File: config.mk
export PLATFORM = sky130hd
export DESIGN_NAME = noc_arbiter
export DESIGN_NICKNAME = d
export VERILOG_FILES = /design/src/rtl/noc_arbiter.sv
export SDC_FILE = /design/constraint.sdc
export NUM_CORES = 1
export LEC_CHECK = 0
export BUFFER_PORTS_ARGS = -buffer_cell sky130_fd_sc_hd__clkbuf_2
export CAP_MARGIN = 25
export CORE_AREA = 2 2 273 275
export DETAILED_ROUTE_END_ITERATION = 8
export DIE_AREA = 0 0 275 277
export PLACE_DENSITY = 0.31
export SYNTH_ARGS = -nofsm -noshare
export SYNTH_HDL_FRONTEND = slang
export SYNTH_SLANG_ARGS = --single-unit
File: constraint.sdc
create_clock -name clk -period 2.6 [get_ports clk]
set_clock_uncertainty 0.1 [all_clocks]
set_input_delay 0.52 -clock clk [delete_from_list [all_inputs] [get_ports clk]]
set_output_delay 0.52 -clock clk [all_outputs]
set_load 0.01 [all_outputs]
File: src/rtl/noc_arbiter.sv
// Round-robin cpu->noc ingress arbiter with a one-entry output register, and a zero-latency noc->cpu return router.
// Optional per-cpu grant counters are enabled by defining NOC_ARB_STATS_EN.
module noc_arbiter #(
    parameter int   CPU_NB = 4,
    parameter int   DATA_W = 64,
    localparam int  SRC_W  = $clog2(CPU_NB)
) (
    input  logic                           clk,
    input  logic                           rst_n,
    input  logic [CPU_NB-1:0]              cpu_to_noc_vld,
    output logic [CPU_NB-1:0]              cpu_to_noc_rdy,
    input  logic [CPU_NB-1:0][DATA_W-1:0]  cpu_to_noc_data,
    output logic                           noc_out_vld,
    input  logic                           noc_out_rdy,
    output logic [DATA_W-1:0]              noc_out_data,
    output logic [SRC_W-1:0]               noc_out_src,
    input  logic                           noc_in_vld,
    output logic                           noc_in_rdy,
    input  logic [DATA_W-1:0]              noc_in_data,
    input  logic [31:0]                    noc_in_dst,
    output logic [CPU_NB-1:0]              noc_to_cpu_vld,
    input  logic [CPU_NB-1:0]              noc_to_cpu_rdy,
    output logic [CPU_NB-1:0][DATA_W-1:0]  noc_to_cpu_data,
`ifdef NOC_ARB_STATS_EN
    output logic [CPU_NB-1:0][31:0]        grant_cnt,
`endif
    output logic                           err_bad_dst
);

    logic                r_out_vld;
    logic [DATA_W-1:0]   r_out_data;
    logic [SRC_W-1:0]    r_out_src;
    logic [SRC_W-1:0]    r_rr_ptr;
    logic                r_err;

    logic                w_any;
    logic [SRC_W-1:0]    w_grant;
    logic                w_load_ok;
    logic                w_take;
    logic [SRC_W-1:0]    w_rr_next;
    logic                w_dst_ok;

    // First requester at or after the pointer, wrapping modulo CPU_NB.
    always_comb begin
        int j;
        j       = 0;
        w_any   = 1'b0;
        w_grant = '0;
        for (int k = 0; k < CPU_NB; k++) begin
            j = int'(r_rr_ptr) + k;
            if (j >= CPU_NB) j = j - CPU_NB;
            if (!w_any && cpu_to_noc_vld[j]) begin
                w_any   = 1'b1;
                w_grant = SRC_W'(j);
            end
        end
    end

    assign w_load_ok = !r_out_vld || noc_out_rdy;
    // rst_n gating keeps every cpu un-accepted while reset is held.
    assign w_take    = w_load_ok && w_any && rst_n;
    assign w_rr_next = (w_grant == SRC_W'(CPU_NB - 1)) ? '0 : w_grant + SRC_W'(1);

    always_comb begin
        cpu_to_noc_rdy = '0;
        if (w_take) cpu_to_noc_rdy[w_grant] = 1'b1;
    end

    always_ff @(posedge clk or negedge rst_n) begin
        if (!rst_n) begin
            r_out_vld  <= 1'b0;
            r_out_data <= '0;
            r_out_src  <= '0;
            r_rr_ptr   <= '0;
        end else if (w_take) begin
            r_out_vld  <= 1'b1;
            r_out_data <= cpu_to_noc_data[w_grant];
            r_out_src  <= w_grant;
            r_rr_ptr   <= w_rr_next;
        end else if (noc_out_rdy) begin
            r_out_vld  <= 1'b0;
        end
    end

    assign noc_out_vld  = r_out_vld;
    assign noc_out_data = r_out_data;
    assign noc_out_src  = r_out_src;

    // Return path: no storage, out-of-range beats are accepted and dropped.
    assign w_dst_ok   = noc_in_dst < 32'(CPU_NB);
    assign noc_in_rdy = w_dst_ok ? noc_to_cpu_rdy[noc_in_dst[SRC_W-1:0]] : 1'b1;

    always_comb begin
        for (int i = 0; i < CPU_NB; i++) begin
            noc_to_cpu_vld[i]  = noc_in_vld && (noc_in_dst == 32'(i));
            noc_to_cpu_data[i] = noc_in_data;
        end
    end

    always_ff @(posedge clk or negedge rst_n) begin
        if (!rst_n) begin
            r_err <= 1'b0;
        end else if (noc_in_vld && !w_dst_ok) begin
            r_err <= 1'b1;
        end
    end

    assign err_bad_dst = r_err;

`ifdef NOC_ARB_STATS_EN
    logic [CPU_NB-1:0][31:0] r_cnt;

    always_ff @(posedge clk or negedge rst_n) begin
        if (!rst_n) begin
            r_cnt <= '0;
        end else begin
            for (int i = 0; i < CPU_NB; i++) begin
                if (w_take && (w_grant == SRC_W'(i)) && (r_cnt[i] != 32'hFFFF_FFFF))
                    r_cnt[i] <= r_cnt[i] + 32'd1;
            end
        end
    end

    assign grant_cnt = r_cnt;
`endif

endmodule

* Word-level counts from Yosys, hierarchy flattened *
Cells that the tools add are included.

storage, ports and cells
  input bits = 364
  output and inout port bits = 333
  word-level logic and storage cells = 83
  register bits = 70

cells by class
  order comparisons = 12
  add/sub/neg operators = 8
  reduce and logical (&&, ||, !) cells = 19
  eq/ne operators = 4
  muxes and demuxes = 35

operators with widths
  cell                                                   number
  binary-select mux 64 bit (select 2 bit)                1
  < comparator 32 x 4 -> 1 bit (second input constant)   4
  two-way mux 32 bit                                     4
  equality test 32 x 2 -> 1 bit (second input constant)  2
  two-way mux 64 bit                                     1
  equality test 32 x 1 -> 1 bit (second input constant)  1
  zero test 32 bit                                       1
  < comparator 32 x 3 -> 1 bit (second input constant)   1
  two-way mux 1 bit                                      17
  subtractor 3 x 3 -> 4 bit (second input constant)      3
  logical AND 1 bit                                      11
  binary-select mux 1 bit (select 2 bit)                 5
  two-way mux 2 bit                                      5
  >= comparator 3 bit (second input constant)            3
  adder 2 x 2 -> 3 bit (second input constant)           2
  < comparator 2 x 3 -> 1 bit (second input constant)    2
  zero test 1 bit                                        5
  two-way mux 4 bit                                      1
  subtractor 2 x 3 -> 4 bit (second input constant)      1
  adder 2 x 1 -> 3 bit (second input constant)           1
  >= comparator 2 x 3 -> 1 bit (second input constant)   1
  adder 2 x 1 -> 2 bit (second input constant)           1
  demux 1 bit (select 2 bit)                             1
  equality test 2 bit (second input constant)            1
  3 further kinds                                        3

* Depth between registers and ports, before layout *
Gate-level depths: netlist (run 1).

  word-level depth = 20
  depth in mapped cells = 9
  gate-level depth less buffers = 6

* Least setup slack after synthesis (run 1) *
OpenSTA, ideal clock, no wires.

  path type = input port to output port
  start = input port cpu_to_noc_vld[0]
  end = output port cpu_to_noc_rdy[1]
  setup slack = 0.265 ns
  buffers on the path = 3
  required time = 1.980 ns
  stages on the path = 9
  arrival time = 1.715 ns
  cells stage by stage = a21o_1 > a21oi_1 > o22a_1 > buf_6 > buf_12 > buf_12 > inv_2 > ha_1 > and2_1

on the way
  word-level cells in the longest chain between the ends = 18
  elaborated cells between the ends (all ways) = 34
  those cells by class = order compare (2); mux (23); reduce/logical (9)

ends and longest elaborated chain
  what                                                                                               RTL line  RTL
  start, declared                                                                                    10        input logic [CPU_NB-1:0] cpu_to_noc_vld,
  binary-select mux 1 bit (select 2 bit)                                                             52        if (!w_any && cpu_to_noc_vld[j]) begin
  two-way mux 1 bit (not written as such) (2 in series)                                              52
  two-way mux 1 bit                                                                                  52
  zero test 1 bit                                                                                    52
  logical AND 1 bit                                                                                  52
  two-way mux 1 bit                                                                                  52
  zero test 1 bit                                                                                    52
  logical AND 1 bit                                                                                  52
  [... 2 more ...]                                                                                   -
  logical AND 1 bit                                                                                  52
  two-way mux 2 bit (*)                                                                              52
  named net w_grant[1]                                                                               37        logic [SRC_W-1:0] w_grant;
  < comparator 2 x 3 -> 1 bit (not written as such) or >= comparator 2 x 1 -> 1 bit (tied branches)  66        if (w_take) cpu_to_noc_rdy[w_grant] = 1'b1;
  logical AND 1 bit (not written as such)                                                            66
  two-way mux 1 bit (not written as such)                                                            66
  demux 1 bit (select 2 bit) (*)                                                                     66
  two-way mux 4 bit (*)                                                                              66
  end, declared                                                                                      11        output logic [CPU_NB-1:0] cpu_to_noc_rdy,

Mark *: on every way through the listed nets, which the timed path passes. The rest lies on a longest branch. The select of a mux whose other input is x is not followed.

* Final worst setup path (run 1) *
  start = register r_rr_ptr[1]
  end = output port cpu_to_noc_rdy[0]

on the way
  word-level cells in the longest chain between the ends = 20
  elaborated cells between the ends (all ways) = 49
  those cells by class = add/sub (7); order compare (6); mux (27); reduce/logical (9)

ends and longest elaborated chain
  what                                                                RTL line  RTL
  start, declared                                                     33        logic [SRC_W-1:0] r_rr_ptr;
  start signal, assigned                                              79        r_rr_ptr <= w_rr_next;
  branches (longest 19 deep; another with subtractor 3 x 3 -> 4 bit)  -
  two-way mux 4 bit (*)                                               66

Mark *: on every way between the ends. The select of a mux whose other input is x is not followed.

==> results.tsv, run 1 <==
metric	value	unit
r2r_setup_slack	0.42	ns
dp_cells	1752	
power-per-cell-area	756	mW/mm^2
ioPinCount	697	
clock.fmax	401	MHz
insertion_delay	0.37	ns
dp_hpwl	18100	um
die_area	0.0762	mm^2
ant_nets	0	
synth_nets	1046	
power_frac_seq	0.299	
grt-ovfl-total	0	
critical_path.max_fanout	5	
fin_crit_sh	0.958	
reg2reg_depth	7	
synth-edff-count	0	
synth_top_family_by_area	buffers and inverters	
coreArea	0.0736	mm^2
cts-hold-fix-buffers	0	
drv_slew	0	
clk_pin_slew	0.07	ns
cts.sinks	70	
yosys_most_used_dff	dfrtp_1	
cap_violations	0	
die_h	277	um
syn_inst	678	
via_count	4976	
end_kind	output pin	
cp_data_arrival_time	1.87	ns
fp-row-count	100	
rsz0062_at_grt	no	
synthToLayoutAreaGrowth	21.7	%
p_sw	2.30	mW
final_hold_viol_count	0	
critical_path_class	reg2out	
route.detailed.drc	0	
synth_most_common_cell	buf_4	
layout_min_cycle_time	2.49	ns
viasPerCell	2.81	
outcome	completed	
synth_xor_area_frac	0	
cts_made_buffers	9	
cp-start-kind	flip-flop	
synth-seq-cells	70	
root_buffer	clkbuf_16	
required	1.98	ns
clock_path_buffers	2	
swShare	0.382	
wirelength	22800	um
drt_iter0_markers	140	
combinationalPowerShare	0.453	
utilization	0.108	
grt_pass1_wl	32700	um
avgRoutedWirePerCell	12.9	um
io_buffers	376	
avgSynthCellArea	9.63	um^2
synthMuxAreaShare	0.200	
synthDominantCellAreaShare	0.296	
ys_warn_count	0	
yosys.area_share.simple	0.0669	
cts_tree	built	
htreeDepth	3	
leakagePower	3.86	nW
initial_core_util	0.0887	
synth-compound-area-share	0.0987	
layout.area.seq	0.00175	mm^2
grt_pass1_vias	5504	
yosysSeqAreaShare	0.268	
multi_input_area	0.00248	mm^2
synth_cell_types	32	
drive_above_1_share	0.534	
hp-class	in2async	
antenna_cells	0	
worstReg2RegEnd	noc_out_data[26]$_DFFE_PN0P_	
die_x	275	um
worst_slew_pin_slew	0.591	ns
fillerInstances	8596	
syn_area	0.00653	mm^2
r2r-start	r_rr_ptr[1]$_DFFE_PN0P_	
synthTopCellsByCount	buf_4, mux2i_1, nand2_1, dfrtp_1, o221ai_1	
synthAdderAreaFrac	0.00767	
routabilityCongestion	0.755	
async_flop_share	1.00	
fin_setup_tns	0	ns
antenna_found_initial	1	
p_int	3.71	mW
vdd_drop_max	0.000327	V
dr.pass1.iters	6	
layout.cells.non_filler	1770	
max_slew_margin	0.606	
power.share.clock	0.248	
grt_usage	0.0590	
setup_violations	0	
grt_start_max_net_pins	70	
yosys-top-cells-area	buf_4, dfrtp_1, mux2i_1, o221ai_1, nand2_1	
final_nets	1164	
synth.largest_area_cell	buf_4	
-- logic make-up after synthesis --
kind of cell | count (synthesis)
mux | 129
flops | 70
simple gates | 101
compound gates | 75
fa+ha+maj | 4
buf+inv | 299
-- placed cells by master (no fill, tap or decap), types with 3 or more instances in the layout --
master,count
and2_1,4
buf_4,17
dfrtp_1,69
mux2i_1,128
clkbuf_2,375
buf_12,7
o221ai_1,64
clkbuf_16,9
nand2_1,72
ha_1,4
nor4_1,7
nor2_1,3
nand2b_1,3
nor3_1,4
inv_1,5
-- worst max-delay path, stage by stage, from the launching register on --
cell and delay (ns):
dfrtp_2 0.45, a21o_1 0.17, a21oi_1 0.17, o22a_4 0.22, inv_2 0.06, ha_1 0.17, and2_1 0.13, clkbuf_2 0.12
-- power groups by stage --
stage | Clock, mW | Combinational, mW | Sequential, mW
finish | 1.49 | 2.72 | 1.80
global route | 1.65 | 3.00 | 1.86
CTS | 1.63 | 2.78 | 1.80
detailed placement | 0 | 2.79 | 1.81
global placement | 0 | 2.76 | 1.83
floorplan | 0 | 1.99 | 1.97
-- layer usage --
| metal | GRT usage | vias up | share of wire |
|---|---|---|---|
| met4 | 0.0316 | 2 | 0.042 |
| met5 | 0 | - | 0.00044 |
| met3 | 0.0269 | 80 | 0.10 |
| met2 | 0.103 | 315 | 0.50 |
| li1 | - | 2348 | - |
| met1 | 0.0578 | 2231 | 0.36 |
-- per-stage QoR --
stage                     setup slack, ns  total power, mW  area, um^2  hold slack (ns)
after floorplan                     0.265             3.96        6530            0.124
after global placement             0.0910             4.59        7580            0.357
after detailed placement           0.0659             4.59        7580            0.358
after CTS                          0.0169             6.21        7920            0.178
after global routing              0.00912             6.51        7950            0.209
final                               0.109             6.01        7950            0.185
-- area by class of cell --
| cell class | count | share of cell area |
|---|---|---|
| Multi-Input combinational cell | 309 | 0.312 |
| Timing Repair Buffer | 399 | 0.270 |
| Sequential cell | 70 | 0.221 |
| Tap cell | 969 | 0.153 |
| Clock buffer | 11 | 0.0318 |
| Clock inverter | 5 | 0.0102 |
| Inverter | 7 | 0.00331 |
-- how the worst max path moves through the flow --
stage                                   end  cells after the start                     from  slack [ns]
2_1_floorplan             cpu_to_noc_rdy[1]                      9        cpu_to_noc_vld[0]        0.26
3_3_place_gp   noc_out_data[32]$_DFFE_PN0P_                      7        cpu_to_noc_vld[0]        0.09
3_5_place_dp   noc_out_data[32]$_DFFE_PN0P_                      7        cpu_to_noc_vld[0]        0.07
4_1_cts                   cpu_to_noc_rdy[2]                      7  r_rr_ptr[0]$_DFFE_PN0P_        0.02
5_1_grt                   cpu_to_noc_rdy[1]                      8  r_rr_ptr[0]$_DFFE_PN0P_       0.009
6_report                  cpu_to_noc_rdy[0]                      7  r_rr_ptr[1]$_DFFE_PN0P_        0.11
-- sequential cells by signal (all words and copies together) (netlist names) --
name / flops
noc_out_vld: 1
r_rr_ptr: 2
noc_out_src: 2
err_bad_dst: 1
noc_out_data: 64
-- timing repair --
action                                  in CTS  in global routing
endpoints found under the hold margin        0                  0
endpoints found under the setup margin       2                  4
setup buffers                                0                  2
pin swaps                                    1                  2
gates resized for setup                      0                  4
No activity file was read; power rests on OpenSTA's default activity.
==> run 2, diff against run 1 <==
Settings changed: PLACE_DENSITY 0.31 to default, PLACE_DENSITY_LB_ADDON from default to 0.05.
==> run 2 against run 1 <==
  * Via count is 0.62% higher
  * Worst setup slack better by 0.015 ns
  * First-iteration DRC count is 18% lower
  * Largest cell class unchanged
  * Highest routed layer is now met4
==> results.tsv, run 2 (synthesis gave the netlist of run 1 again) <==
metric	value	unit	change
routabilityCongestion	0.657		-13%
insertion_delay	0.37	ns	about the same
r2r_setup_slack	0.31	ns	-0.11 ns
layout_min_cycle_time	2.48	ns	-0.0149 ns
grt_pass1_wl	40600	um	+24%
grt_start_max_net_pins	41		-41%
clock_path_buffers	2		unchanged
worst_slew_pin_slew	0.702	ns	+0.111 ns
required	1.98	ns	about the same
grtUsageMet1	0.0772		+0.0194
die_h	277	um	unchanged
grt_pass1_vias	5884		+6.9%
ioPinCount	697		unchanged
root_buffer	clkbuf_16		
htreeDepth	3		unchanged
layout_commonest_cell	clkbuf_2		
fin_crit_sh	0.952		-0.00573
r2r-start	r_rr_ptr[1]$_DFFE_PN0P_		
cts-hold-fix-buffers	0		unchanged
cts_tree	built		
cp_data_arrival_time	1.86	ns	about the same
clk_pin_slew	0.07	ns	about the same
antenna_cells	0		unchanged
largest_reg_flops	64		unchanged
critical_path.max_fanout	5		unchanged
cts.sinks	70		unchanged
final_hold_viol_count	0		unchanged
max_slew_margin	0.532		-0.0741
ant_nets	0		unchanged
cap_violations	0		unchanged
vdd_drop_max	0.000263	V	-20%
antenna_found_initial	0		-1
coreArea	0.0736	mm^2	unchanged
initial_core_util	0.0887		unchanged
drt_iter0_markers	115		-18%
end_kind	output pin		
cts_made_buffers	9		unchanged
via_count	5007		+0.62%
drive_above_1_share	0.531		-0.00316
reg2reg_depth	8		+1
power-per-cell-area	780	mW/mm^2	+3.2%
avgRoutedWirePerCell	16.3	um	+26%
grt-ovfl-total	0		unchanged
die_x	275	um	unchanged
leakagePower	3.88	nW	+0.48%
clock.fmax	404	MHz	+0.60%
layout_common_cells	clkbuf_2, mux2i_1, nand2_1		
wirelength	28800	um	+26%
viasPerCell	2.83		+0.57%
dpl_cell_area	0.00763	mm^2	+0.59%
synthToLayoutAreaGrowth	22.3	%	
grt_most_used_layer	met2		
grt_usage	0.0748		+0.0158
worstReg2RegEnd	noc_out_data[11]$_DFFE_PN0P_		
fin_setup_tns	0	ns	unchanged
setup_violations	0		unchanged
outcome	completed		
fillerInstances	8569		-0.31%
io_buffers	376		unchanged
final_nets	1165		+0.086%
critical_path_class	reg2out		
cp-start-kind	flip-flop		
hp-class	in2async		
drv_slew	0		unchanged
grtUsageMet2	0.131		+0.0283
rsz0062_at_grt	yes		
use_met3	0.0271		+0.000260
dp_hpwl	22300	um	+23%
finish.instance_area	0.00799	mm^2	+0.47%
route.detailed.drc	0		unchanged
die_area	0.0762	mm^2	unchanged
fp-row-count	100		unchanged
dr.pass1.iters	4		-2
## run 2: worst max-delay path by stage
stage	from	end	slack, ns	cells after the start
floorplan	cpu_to_noc_vld[0]	cpu_to_noc_rdy[1]	0.26	9
global placement	cpu_to_noc_vld[0]	noc_out_data[17]$_DFFE_PN0P_	0.10	8
detailed placement	cpu_to_noc_vld[0]	noc_out_data[17]$_DFFE_PN0P_	0.11	8
CTS	noc_out_vld$_DFFE_PN0P_	cpu_to_noc_rdy[1]	0.05	4
global route	r_rr_ptr[1]$_DFFE_PN0P_	cpu_to_noc_rdy[0]	-0.003	7
finish	r_rr_ptr[1]$_DFFE_PN0P_	cpu_to_noc_rdy[1]	0.12	7
## run 2: final cells by class
| cell class | instances | area (um^2) | share of cell area |
|---|---|---|---|
| Clock buffer | 13 | 270 | 0.0338 |
| Clock inverter | 3 | 65.1 | 0.00815 |
| Inverter | 7 | 26.3 | 0.00329 |
| Multi-Input combinational cell | 309 | 2470 | 0.309 |
| Sequential cell | 70 | 1750 | 0.219 |
| Tap cell | 969 | 1210 | 0.152 |
| Timing Repair Buffer | 400 | 2190 | 0.274 |
## run 2: power breakdown
part / switching [mW] / internal, mW
Combinational: 1.59 / 1.31
Clock: 0.620 / 0.920
Sequential: 0.264 / 1.52
Total: 2.47 / 3.76
## run 2: what timing repair did
item                                    4_1_cts  5_1_grt
resized for setup                             0        2
buffers inserted                              2        0
pin swaps                                     1        1
endpoints found under the setup margin        2        4
## run 2: metal layers
| layer | share of wire | vias to the layer above |
|---|---|---|
| li1 | - | 2353 |
| met1 | 0.37 | 2333 |
| met2 | 0.51 | 255 |
| met3 | 0.086 | 66 |
| met4 | 0.033 | 0 |
| met5 | 0 | - |
## run 2: critical path, cell delays in order, from the launching register on
cell	delay (ns)
dfrtp_1	0.46
a21o_1	0.19
a21oi_1	0.16
o22a_4	0.19
inv_2	0.05
ha_1	0.17
and2_1	0.14
clkbuf_2	0.12
## run 2: metrics by stage
stage / setup slack (ns) / utilization / hold slack, ns / power [mW] / instances
after CTS: 0.0484 / 0.108 / 0.175 / 6.51 / 1771
after global routing: -0.00292 / 0.109 / 0.191 / 6.78 / 1771
after global placement: 0.102 / 0.104 / 0.377 / 4.90 / 1753
after floorplan: 0.265 / - / 0.124 / 3.96 / 678
final: 0.124 / 0.109 / 0.155 / 6.23 / 1771
after detailed placement: 0.106 / 0.104 / 0.362 / 4.83 / 1753
==> run 3, diff against run 2 <==
Settings changed: CELL_PAD_IN_SITES_DETAIL_PLACEMENT from default to 2, CELL_PAD_IN_SITES_GLOBAL_PLACEMENT from default to 2, CORE_AREA 2 2 273 275 to 2 2 275 277, DIE_AREA 0 0 275 277 to 0 0 277 279.
==> run 3 against run 2 <==
  * Combinational power grew 13%
  * Critical path depth grew 1
  * Fmax shrank 0.38%
  * Largest cell class unchanged
  * Cell area grew 3.7%
  * Clock power is essentially flat
  * First-iteration DRC count shrank 34%
==> results.tsv, run 3 (synthesis gave the netlist of run 1 again) <==
metric	value	unit	change
cap_violations	0		unchanged
final_hold_viol_count	0		unchanged
routabilityCongestion	0.664		+1.0%
clock.fmax	402	MHz	-0.38%
coreArea	0.0741	mm^2	+0.68%
dr.pass1.iters	4		unchanged
cts-hold-fix-buffers	0		unchanged
via_count	5305		+6.0%
leakagePower	4.03	nW	+3.9%
layout_min_cycle_time	2.49	ns	+0.00934 ns
worst_slew_pin_slew	0.828	ns	+0.126 ns
die_h	279	um	+0.72%
fillerInstances	8743		+2.0%
rsz0062_at_grt	no		
hp-class	in2async		
largest_reg_flops	64		unchanged
outcome	completed		
htreeDepth	3		unchanged
critical_path_class	reg2out		
dp_hpwl	28900	um	+29%
critical_path.max_fanout	4		-1
setup_violations	0		unchanged
fin_ws	0.115	ns	-0.00934 ns
initial_core_util	0.0881		-0.000600
io_buffers	376		unchanged
cts_tree	built		
max_slew_margin	0.448		-0.0840
drive_above_1_share	0.548		+0.0173
synthToLayoutAreaGrowth	26.8	%	
grt-ovfl-total	0		unchanged
ant_nets	0		unchanged
insertion_delay	0.37	ns	about the same
die_area	0.0773	mm^2	+1.5%
layout_commonest_cell	clkbuf_2		
route.detailed.drc	0		unchanged
drt_iter0_markers	76		-34%
cts.sinks	70		unchanged
fin_setup_tns	0	ns	unchanged
fin_crit_sh	0.956		+0.00359
avgRoutedWirePerCell	19.4	um	+19%
vdd_drop_max	0.000221	V	-16%
wirelength	34900	um	+21%
cp-start-kind	flip-flop		
totalPowerFinal	6.58	mW	+5.6%
layout_common_cells	clkbuf_2, mux2i_1, nand2_1		
antenna_found_initial	12		+12
die_x	277	um	+0.73%
grt_pass1_wl	49000	um	+21%
cp_data_arrival_time	1.87	ns	about the same
clock_path_buffers	2		unchanged
drv_slew	0		unchanged
grt_usage	0.0896		+0.0148
final_nets	1189		+2.1%
root_buffer	clkbuf_16		
cts_made_buffers	9		unchanged
dp_slack	-0.0268	ns	-0.133 ns
grt_pass1_vias	6301		+7.1%
ioPinCount	697		unchanged
grt_start_max_net_pins	47		+15%
clk_pin_slew	0.07	ns	about the same
required	1.98	ns	about the same
power-per-cell-area	795	mW/mm^2	+1.9%
viasPerCell	2.95		+4.2%
utilization	0.112		+0.00327
fp-row-count	100		unchanged
end_kind	output pin		
==> run 3: worst paths after layout <==
check / start / endpoint / slack [ns] / depth (start not counted)
hold reg to reg: err_bad_dst$_DFFE_PN0P_ / err_bad_dst$_DFFE_PN0P_ / 0.38 / 1
min in group clk: noc_in_vld / err_bad_dst$_DFFE_PN0P_ / 0.33 / 3
hold / removal: rst_n / noc_out_data[40]$_DFFE_PN0P_ / 0.15 / 2
setup / recovery: r_rr_ptr[0]$_DFFE_PN0P_ / cpu_to_noc_rdy[1] / 0.11 / 8
max in group asynchronous: rst_n / r_rr_ptr[1]$_DFFE_PN0P_ / 0.99 / 3
setup reg to reg: r_rr_ptr[1]$_DFFE_PN0P_ / noc_out_data[63]$_DFFE_PN0P_ / 0.26 / 9
==> run 3: final cells by class <==
cell class                 instances  area (um^2)  area share
inverter                           7         26.3     0.00317
timing repair buffer             424         2470       0.298
antenna                            6         15.0     0.00181
clock buffer                       9          225      0.0272
clock inverter                     7          103      0.0124
sequential                        70         1750       0.212
multi-input combinational        309         2480       0.299
tap                              969         1210       0.146
==> run 3: power breakdown <==
part | internal, mW | leakage, nW | switching [mW] | total (mW)
logic | 1.51 | 3.01 | 1.77 | 3.28
clock network | 0.855 | 0.157 | 0.658 | 1.51
registers | 1.52 | 0.857 | 0.261 | 1.79
total | 3.89 | 4.03 | 2.69 | 6.58
==> run 3: timing repair <==
| action | in CTS | in global routing |
|---|---|---|
| resized for setup | 1 | 3 |
| pin swaps | 2 | 0 |
| setup buffers | 4 | 4 |
| setup endpoints to repair | 3 | 4 |
| endpoints found under the hold margin | 0 | 0 |
==> run 3: worst max-delay path: stages (launching register included) <==
cell      delay, ns
dfrtp_1        0.43
nand2b_4       0.16
a21oi_2        0.14
a211oi_2       0.04
buf_4          0.16
buf_4          0.13
ha_1           0.18
and2_1         0.13
clkbuf_2       0.12
==> run 3: metal layers <==
layer | routed length [um] | GRT usage
met1 | 12900 | 0.0913
met3 | 3640 | 0.0515
met4 | 442 | 0.0183
met2 | 17800 | 0.159
met5 | 82 | 0
==> run 3: per-stage QoR <==
step	instances	area [um^2]	hold slack (ns)
finish	1801	8280	0.152
global route	1795	8270	0.149
CTS	1791	8220	0.151
detailed placement	1771	7860	0.370
global placement	1771	7860	0.368
floorplan	678	6530	0.124
